==> src/rtl/id_ex_stage.sv <==
// id_ex_stage: decode/execute pipeline register.
// Captures decoded operands and control once per cycle. Detects load-use
// hazards and inserts a single bubble. Applies write-back bypass at capture
// time, and honours flush and hold requests.
module id_ex_stage #(
    parameter int WIDTH = 32,
    parameter int AW    = 5,
    parameter int OPW   = 6
) (
    input  logic             clock,
    input  logic             reset,
    input  logic             flush,
    input  logic             hold_in,
    input  logic [WIDTH-1:0] id_pc,
    input  logic [WIDTH-1:0] id_rdata1,
    input  logic [WIDTH-1:0] id_rdata2,
    input  logic [WIDTH-1:0] id_imm,
    input  logic [AW-1:0]    id_rs,
    input  logic [AW-1:0]    id_rt,
    input  logic [AW-1:0]    id_waddr,
    input  logic             id_reg_write,
    input  logic             id_mem_to_reg,
    input  logic             id_mem_write,
    input  logic             id_mem_read,
    input  logic             id_alu_src,
    input  logic             id_branch,
    input  logic             id_eq,
    input  logic             id_goto,
    input  logic [OPW-1:0]   id_alu_ctrl,
    input  logic             wb_reg_write,
    input  logic [AW-1:0]    wb_waddr,
    input  logic [WIDTH-1:0] wb_wdata,
    output logic             hazard_stall,
    output logic             ex_valid,
    output logic [WIDTH-1:0] ex_pc,
    output logic [WIDTH-1:0] ex_rdata1,
    output logic [WIDTH-1:0] ex_rdata2,
    output logic [WIDTH-1:0] ex_imm,
    output logic [AW-1:0]    ex_rs,
    output logic [AW-1:0]    ex_rt,
    output logic [AW-1:0]    ex_waddr,
    output logic             ex_reg_write,
    output logic             ex_mem_to_reg,
    output logic             ex_mem_write,
    output logic             ex_mem_read,
    output logic             ex_alu_src,
    output logic             ex_branch,
    output logic             ex_eq,
    output logic             ex_goto,
    output logic [OPW-1:0]   ex_alu_ctrl,
    output logic [15:0]      bubble_count
);

    // Decoded control bits travel together so they can be cleared as a unit.
    typedef struct packed {
        logic reg_write;
        logic mem_to_reg;
        logic mem_write;
        logic mem_read;
        logic alu_src;
        logic branch;
        logic eq;
        logic goto_;
    } ctrl_t;

    // Registered state.
    logic             valid_q,  valid_d;
    logic [WIDTH-1:0] pc_q,     pc_d;
    logic [WIDTH-1:0] rdata1_q, rdata1_d;
    logic [WIDTH-1:0] rdata2_q, rdata2_d;
    logic [WIDTH-1:0] imm_q,    imm_d;
    logic [AW-1:0]    rs_q,     rs_d;
    logic [AW-1:0]    rt_q,     rt_d;
    logic [AW-1:0]    waddr_q,  waddr_d;
    ctrl_t            ctrl_q,   ctrl_d;
    logic [OPW-1:0]   alu_q,    alu_d;
    logic [15:0]      bubble_q, bubble_d;

    // Combinational helpers.
    ctrl_t            id_ctrl;
    logic             uses_rt;
    logic             rs_match;
    logic             rt_match;
    logic             load_in_ex;
    logic             byp_rs;
    logic             byp_rt;
    logic [WIDTH-1:0] op1_byp;
    logic [WIDTH-1:0] op2_byp;

    // Bundle the decoded control inputs.
    always_comb begin
        id_ctrl            = '0;
        id_ctrl.reg_write  = id_reg_write;
        id_ctrl.mem_to_reg = id_mem_to_reg;
        id_ctrl.mem_write  = id_mem_write;
        id_ctrl.mem_read   = id_mem_read;
        id_ctrl.alu_src    = id_alu_src;
        id_ctrl.branch     = id_branch;
        id_ctrl.eq         = id_eq;
        id_ctrl.goto_      = id_goto;
    end

    // Load-use detection against the load currently held in EX; register 0 never counts.
    always_comb begin
        uses_rt      = ~id_alu_src | id_mem_write | id_branch;
        load_in_ex   = valid_q & ctrl_q.mem_read & (waddr_q != '0);
        rs_match     = (waddr_q == id_rs);
        rt_match     = uses_rt & (waddr_q == id_rt);
        hazard_stall = ~flush & load_in_ex & (rs_match | rt_match);
    end

    // Write-back bypass on the operands being captured; register 0 never forwards.
    always_comb begin
        byp_rs  = wb_reg_write & (wb_waddr != '0) & (wb_waddr == id_rs);
        byp_rt  = wb_reg_write & (wb_waddr != '0) & (wb_waddr == id_rt);
        op1_byp = byp_rs ? wb_wdata : id_rdata1;
        op2_byp = byp_rt ? wb_wdata : id_rdata2;
    end

    // Next-state selection: flush > hold > load-use bubble > normal capture.
    always_comb begin
        valid_d  = valid_q;
        pc_d     = pc_q;
        rdata1_d = rdata1_q;
        rdata2_d = rdata2_q;
        imm_d    = imm_q;
        rs_d     = rs_q;
        rt_d     = rt_q;
        waddr_d  = waddr_q;
        ctrl_d   = ctrl_q;
        alu_d    = alu_q;
        bubble_d = bubble_q;

        if (flush) begin
            // Data still flows so downstream sees a consistent record; only control dies.
            pc_d     = id_pc;
            rdata1_d = op1_byp;
            rdata2_d = op2_byp;
            imm_d    = id_imm;
            rs_d     = id_rs;
            rt_d     = id_rt;
            waddr_d  = id_waddr;
            alu_d    = id_alu_ctrl;
            ctrl_d   = '0;
            valid_d  = 1'b0;
        end else if (hold_in) begin
            // Everything keeps its value.
            valid_d  = valid_q;
        end else if (hazard_stall) begin
            // Bubble: the load leaves EX, so the next cycle no longer matches.
            pc_d     = id_pc;
            rdata1_d = op1_byp;
            rdata2_d = op2_byp;
            imm_d    = id_imm;
            rs_d     = id_rs;
            rt_d     = id_rt;
            waddr_d  = id_waddr;
            alu_d    = id_alu_ctrl;
            ctrl_d   = '0;
            valid_d  = 1'b0;
            bubble_d = (bubble_q == 16'hFFFF) ? bubble_q : bubble_q + 16'd1;
        end else begin
            pc_d     = id_pc;
            rdata1_d = op1_byp;
            rdata2_d = op2_byp;
            imm_d    = id_imm;
            rs_d     = id_rs;
            rt_d     = id_rt;
            waddr_d  = id_waddr;
            alu_d    = id_alu_ctrl;
            ctrl_d   = id_ctrl;
            valid_d  = 1'b1;
        end
    end

    // State registers with synchronous active-low reset.
    always_ff @(posedge clock) begin
        if (!reset) begin
            valid_q  <= 1'b0;
            pc_q     <= '0;
            rdata1_q <= '0;
            rdata2_q <= '0;
            imm_q    <= '0;
            rs_q     <= '0;
            rt_q     <= '0;
            waddr_q  <= '0;
            ctrl_q   <= '0;
            alu_q    <= '0;
            bubble_q <= '0;
        end else begin
            valid_q  <= valid_d;
            pc_q     <= pc_d;
            rdata1_q <= rdata1_d;
            rdata2_q <= rdata2_d;
            imm_q    <= imm_d;
            rs_q     <= rs_d;
            rt_q     <= rt_d;
            waddr_q  <= waddr_d;
            ctrl_q   <= ctrl_d;
            alu_q    <= alu_d;
            bubble_q <= bubble_d;
        end
    end

    assign ex_valid      = valid_q;
    assign ex_pc         = pc_q;
    assign ex_rdata1     = rdata1_q;
    assign ex_rdata2     = rdata2_q;
    assign ex_imm        = imm_q;
    assign ex_rs         = rs_q;
    assign ex_rt         = rt_q;
    assign ex_waddr      = waddr_q;
    assign ex_reg_write  = ctrl_q.reg_write;
    assign ex_mem_to_reg = ctrl_q.mem_to_reg;
    assign ex_mem_write  = ctrl_q.mem_write;
    assign ex_mem_read   = ctrl_q.mem_read;
    assign ex_alu_src    = ctrl_q.alu_src;
    assign ex_branch     = ctrl_q.branch;
    assign ex_eq         = ctrl_q.eq;
    assign ex_goto       = ctrl_q.goto_;
    assign ex_alu_ctrl   = alu_q;
    assign bubble_count  = bubble_q;

endmodule

==> config.mk <==
export PLATFORM = sky130hd
export DESIGN_NAME = id_ex_stage
export DESIGN_NICKNAME = d
export VERILOG_FILES = /design/src/rtl/id_ex_stage.sv
export SDC_FILE = /design/constraint.sdc
export NUM_CORES = 1
export LEC_CHECK = 0
export CAP_MARGIN = 10
export CORE_UTILIZATION = 31
export CTS_CLUSTER_DIAMETER = 200
export DETAILED_ROUTE_END_ITERATION = 8
export GPL_TIMING_DRIVEN = 0
export PLACE_DENSITY = 0.68
export SYNTH_ARGS = -nofsm -noshare
export SYNTH_HDL_FRONTEND = slang
export SYNTH_SLANG_ARGS = --single-unit
==> constraint.sdc <==
create_clock -name clock -period 1.6 [get_ports clock]
set_input_delay 0.16 -clock clock [delete_from_list [all_inputs] [get_ports clock]]
set_output_delay 0.16 -clock clock [all_outputs]
set_load 0.02 [all_outputs]
# Word level (Yosys, flattened, before mapping)
# Index checks and enable logic that the tools add are counted.
totals:
  ff_bits: 174
  inputBits: 199
  elab_cells: 65
op_classes:
  addsub: 1
  eq_ne: 6
  muxes: 20
  bitwise: 16
  reduce_logical: 4
op_table:
  columns: ["operator", "count"]
  rows:
  - ["$mux 32", 10]
  - ["$mux 5", 6]
  - ["$eq 5x5->1", 4]
  - ["$add 16x1->16 const B", 1]
  - ["$eq 16x16->1 const B", 1]
  - ["$mux 6", 2]
  - ["$reduce_bool 5->1", 2]
  - ["$and 1x1->1", 8]
  - ["$mux 8", 1]
  - ["$not 1->1", 5]
  - ["$reduce_and 4->1", 1]
  - ["$or 1x1->1", 3]
  - ["$ne 2x2->1 const B", 1]
  - ["$reduce_or 2->1", 1]
  - ["$mux 1", 1]

# Longest topological paths before layout
logic_depth:
  word_depth: 7
  ltp_mapped: 8
  mapped_depth_nobuf: 6

# Worst setup path after synthesis
# Ideal clock, no wire load.
synth_path:
  path_type: "reg2reg"
  startpoint: "reg waddr_q[0], in the netlist ex_waddr[0]"
  endpoint: "reg bubble_q[14], in the netlist bubble_count[14]"
  setup_ns: 0.070
  arrival_time_ns: 1.804
  t_required_ns: 1.530
  slack_ns: -0.274
  stages_incl_launch_ff: 7
  n_path_buf: 1
  period_less_slack_ns: 1.874
  path_cell_list: "dfxtp_1 > xor2_1 > nor4_2 > a22oi_2 > buf_6 > or4_1 > a21oi_1"
synth_between:
  elab_chain_cells: 5
  elab_cells_between_ends: 9
  cone_classes: "eq/ne (2); bitwise (5); reduce/logical (2)"
synth_lines:
  columns: ["item", "line", "source"]
  rows:
  - ["start: declaration", "74", "logic [AW-1:0] waddr_q, waddr_d;"]
  - ["start signal: assignment", "198", "waddr_q <= waddr_d;"]
  - ["$eq 5x5->1 or $reduce_bool 5->1 (tied branches)", "108, 106", null]
  - ["$and 1x1->1 (on tied branches)", "108, 106", null]
  - ["$or 1x1->1 or $and 1x1->1 (tied branches)", "109", "hazard_stall = ~flush & load_in_ex & (rs_match | rt_match);"]
  - ["$and 1x1->1 *", "109", null]
  - ["$reduce_and 4->1 (no source line) *", null, null]
  - ["end signal: assignment", "201", "bubble_q <= bubble_d;"]
  - ["end: declaration", "77", "logic [15:0] bubble_q, bubble_d;"]
# Mark *: on every way between the ends. The rest lies on a longest branch, timed or not.
# A chain may end at the register's enable or synchronous reset.

# Worst setup path in the final report
layout_path:
  startpoint: "reg waddr_q[0], in the netlist ex_waddr[0]"
  endpoint: "reg ctrl_q, in the netlist ex_alu_src"
layout_between:
  elab_chain_cells: 5
  elab_cells_between_ends: 9
  cone_classes: "eq/ne (2); mux (1); bitwise (5); reduce/logical (1)"
layout_lines:
  columns: ["item", "line", "source"]
  rows:
  - ["$eq 5x5->1 or $reduce_bool 5->1 (tied branches)", "108, 106", null]
  - ["$and 1x1->1 (on tied branches)", "108, 106", null]
  - ["$or 1x1->1 or $and 1x1->1 (tied branches)", "109", null]
  - ["$and 1x1->1 *", "109", null]
  - ["$mux 8 *", "149", "end else if (hazard_stall) begin"]
  - ["end signal: assignment", "199", "ctrl_q <= ctrl_d;"]
  - ["end: declaration", "75", "ctrl_t ctrl_q, ctrl_d;"]
# Marks and branches as above.

==> results.json <==
{
  "hold_path_depth": 3,
  "synth_edf_count": 0,
  "cts_tree": "done",
  "grt_pass1_wl_mm": 43.6,
  "ys_seq_elements": 174,
  "place_congestion": 0.890,
  "synthFlopType": "dfxtp_1",
  "cts.sinks": 174,
  "areaGrowthSynthToFinish_pct": 77.3,
  "synth_sequential_area_ratio_pct": 49.8,
  "holdPathEnd": "ex_rt[1]",
  "hpwl_mm": 20.8,
  "coreArea_sq_mm": 0.0220,
  "ant_nets": 0,
  "route.detailed.drc": 20,
  "finalCritPeriodShare_pct": 127,
  "cp_max_fo": 7,
  "synth-simple-area-share_pct": 21.7,
  "slew_headroom_pct": 45.6,
  "timing.fmax_ghz": 0.490,
  "drt-initial-drc-count": 431,
  "period_needed_ns": 2.04,
  "antenna_found_initial": 2,
  "crit_arrival_ns": 2.35,
  "io_pins": 374,
  "power.leakage_nw": 5.32,
  "drv_slew": 0,
  "synth_top_area_cell": "dfxtp_1",
  "clockBufferDepth": 2,
  "rsz0062_at_grt": "yes",
  "min_from": "id_rt[1]",
  "grt_max_degree": 17,
  "yosysWarnings": 0,
  "rr_worst_depth": 8,
  "setup_tns_ns": -9.30,
  "std_cell_rows": 54,
  "clk_pin_slew_ns": 0.07,
  "start_util_pct": 31.9,
  "async_reset_ff_share_pct": 0,
  "rr_startpoint": "ex_waddr[0]",
  "hold_viol_final": 0,
  "yosysUniqueCellTypes": 40,
  "max_slew.worst_pin.slew_ns": 0.814,
  "synth_xor_area_share_pct": 2.50,
  "syn-cell-area_sq_mm": 0.00699,
  "cts-htree-levels": 4,
  "ctsRootBufferMaster": "clkbuf_16",
  "vias": 8078,
  "synth_top_cell_area_share_pct": 49.8,
  "synth_fa_ha_area_share_pct": 0.179,
  "insertion_delay_ns": 0.43,
  "violations": "design-rule violations, negative setup slack",
  "synth_top_family_by_area": "simple AND/OR/NAND/NOR gates",
  "synth_nets": 1093,
  "setup_slack_ns": -0.440,
  "cts_hold_buf": 0,
  "layout-drive-gt1-share_pct": 12.2,
  "reg2reg_to": "ex_alu_src",
  "synthTopCellsByArea": "dfxtp_1 50%, nand2_1 17%, a21oi_1 6.7%",
  "fin_skew_ns": 0.0134,
  "die-area_sq_mm": 0.0232,
  "overflow": 0,
  "synth_mux_area_share_pct": 1.00,
  "num-nets-final": 1510,
  "critical_path_required_ns": 1.91,
  "drtPass1Iterations": 7,
  "powerDensity_mw_per_mm2": 887,
  "numPortBuffers": 372,
  "end_kind": "register",
  "critPathLaunchType": "register",
  "finalPower_mw": 11.0,
  "die_w_um": 152,
  "routed_wl_mm": 28.9,
  "hold_class": "primary input to register",
  "routed_via_density": 5.04,
  "drv_cap": 0,
  "die_h_um": 152,
  "setup_violations": 26,
  "peakVddDrop_v": 0.000483,
  "synth_area_per_cell_sq_um": 7.83,
  "r2r_slack_ns": -0.44,
  "status": "finished with violations",
  "grt_pass1_vias": 7929,
  "cts_buffers": 17,
  "syn_inst": 893,
  "worst-setup-path-type": "register to register",
  "wl_per_cell_um": 18.0,
  "grt_use_total_pct": 24.0,
  "synth_compound_area_share_pct": 20.1
}
synth_stat cells (6+ instances only):
cell        n
nand2_1   313
buf_4       6
xor2_1     10
nor2_1      8
nand2b_1    7
dfxtp_1   174
o31ai_1     8
or4_1      10
o21ai_0    65
a31oi_1    64
clkbuf_1   52
nand3_1     9
xnor2_1    10
mux2i_1     7
a22o_1      8
nor3_1      6
a21oi_1    93
cells by family after synthesis:
logic type / after synthesis
multiplexers: 7
adder cells (fa/ha/maj): 1
flip-flops: 174
buffers and inverters: 74
AO/OA/AOI/OAI: 247
AND/OR/NAND/NOR: 370
XOR/XNOR: 20
per-layer routing:
metal	vias to the layer above	wire length (um)	global-route usage, %
met5	-	13	0
met1	3807	12000	28.9
met4	2	925	10.3
li1	3886	-	-
met2	323	13900	40.4
met3	60	2000	6.29
how the worst max path moves through the flow:
stage | start | to | cells past startpoint
after CTS | ex_waddr[4] | hazard_stall | 7
after global placement | id_branch | hazard_stall | 8
final | ex_waddr[0] | ex_alu_src | 8
after detailed placement | id_branch | hazard_stall | 8
after floorplan | ex_waddr[0] | bubble_count[14] | 6
after global routing | ex_waddr[0] | hazard_stall | 7
layout by cell type (no fill, tap or decap), types with 3 or more instances in the layout:
cell type	Yosys	final
inv_6	0	3
nor2_4	0	3
nand4_1	5	5
dfxtp_2	0	5
or4_4	0	6
mux2i_1	7	7
clkbuf_4	0	5
a21oi_2	0	6
o31ai_4	0	6
clkbuf_16	0	17
clkbuf_1	52	23
a31oi_1	64	64
inv_1	4	4
a22o_1	8	8
buf_1	5	4
nand2_1	313	312
buf_4	6	23
dlymetal6s2s_1	0	30
nor2_1	8	4
nand3_1	9	7
xor2_1	10	10
dfxtp_1	174	165
xnor2_1	10	8
buf_8	0	3
dlygate4sd2_1	0	32
a21oi_1	93	87
or4_1	10	4
buf_6	3	12
clkdlybuf4s50_1	0	309
nand2b_1	7	7
nor3_4	0	5
clkinvlp_4	0	3
clkbuf_8	0	3
clkbuf_2	0	22
dfxtp_4	0	4
o21ai_0	65	64
power breakdown:
| group | switching [mW] | total [mW] | leakage, nW | internal [mW] |
|---|---|---|---|---|
| registers | 0.141 | 4.73 | 1.45 | 4.59 |
| clock network | 1.85 | 4.09 | 0.270 | 2.24 |
| logic | 1.07 | 2.19 | 3.60 | 1.11 |
per-stage QoR:
stage | hold WS, ns | instance area [sq um] | worst slack [ns] | utilization (%) | cells
after floorplan | 0.290 | 7010 | -0.187 | - | 893
after global placement | 0.438 | 11100 | -1.43 | 50.5 | 1545
after detailed placement | 0.444 | 11100 | -1.44 | 50.5 | 1545
after CTS | 0.259 | 12100 | -0.448 | 55.0 | 1593
after global routing | 0.0889 | 12400 | -0.514 | 56.5 | 1603
final | 0.0809 | 12400 | -0.440 | 56.5 | 1603
worst max-delay path: stages, from the launching register on:
cell	delay, ns
dfxtp_4	0.37
xor2_1	0.16
nor4_2	0.28
a22oi_2	0.16
buf_4	0.16
buf_6	0.13
o2111a_1	0.29
buf_6	0.16
a22o_1	0.22
what timing repair did:
item | 4_1_cts | 5_1_grt
gates resized for setup | 128 | 83
setup endpoints to repair | 202 | 185
cloned | 2 | 1
pin swaps | 29 | 17
endpoints found under the hold margin | 0 | 0
setup buffers | 17 | 9
area by class of cell:
class | count | area [sq um]
inverters | 4 | 15.0
clock buffers | 20 | 457
plain buffers | 69 | 424
repair buffers | 399 | 4010
clock inverters | 11 | 108
multi-input cells | 645 | 3530
fillers | 2005 | 9560
diodes | 1 | 2.50
flip-flops and latches | 174 | 3500
well taps | 280 | 350
Note: power is estimated with default switching activity, not from simulation.
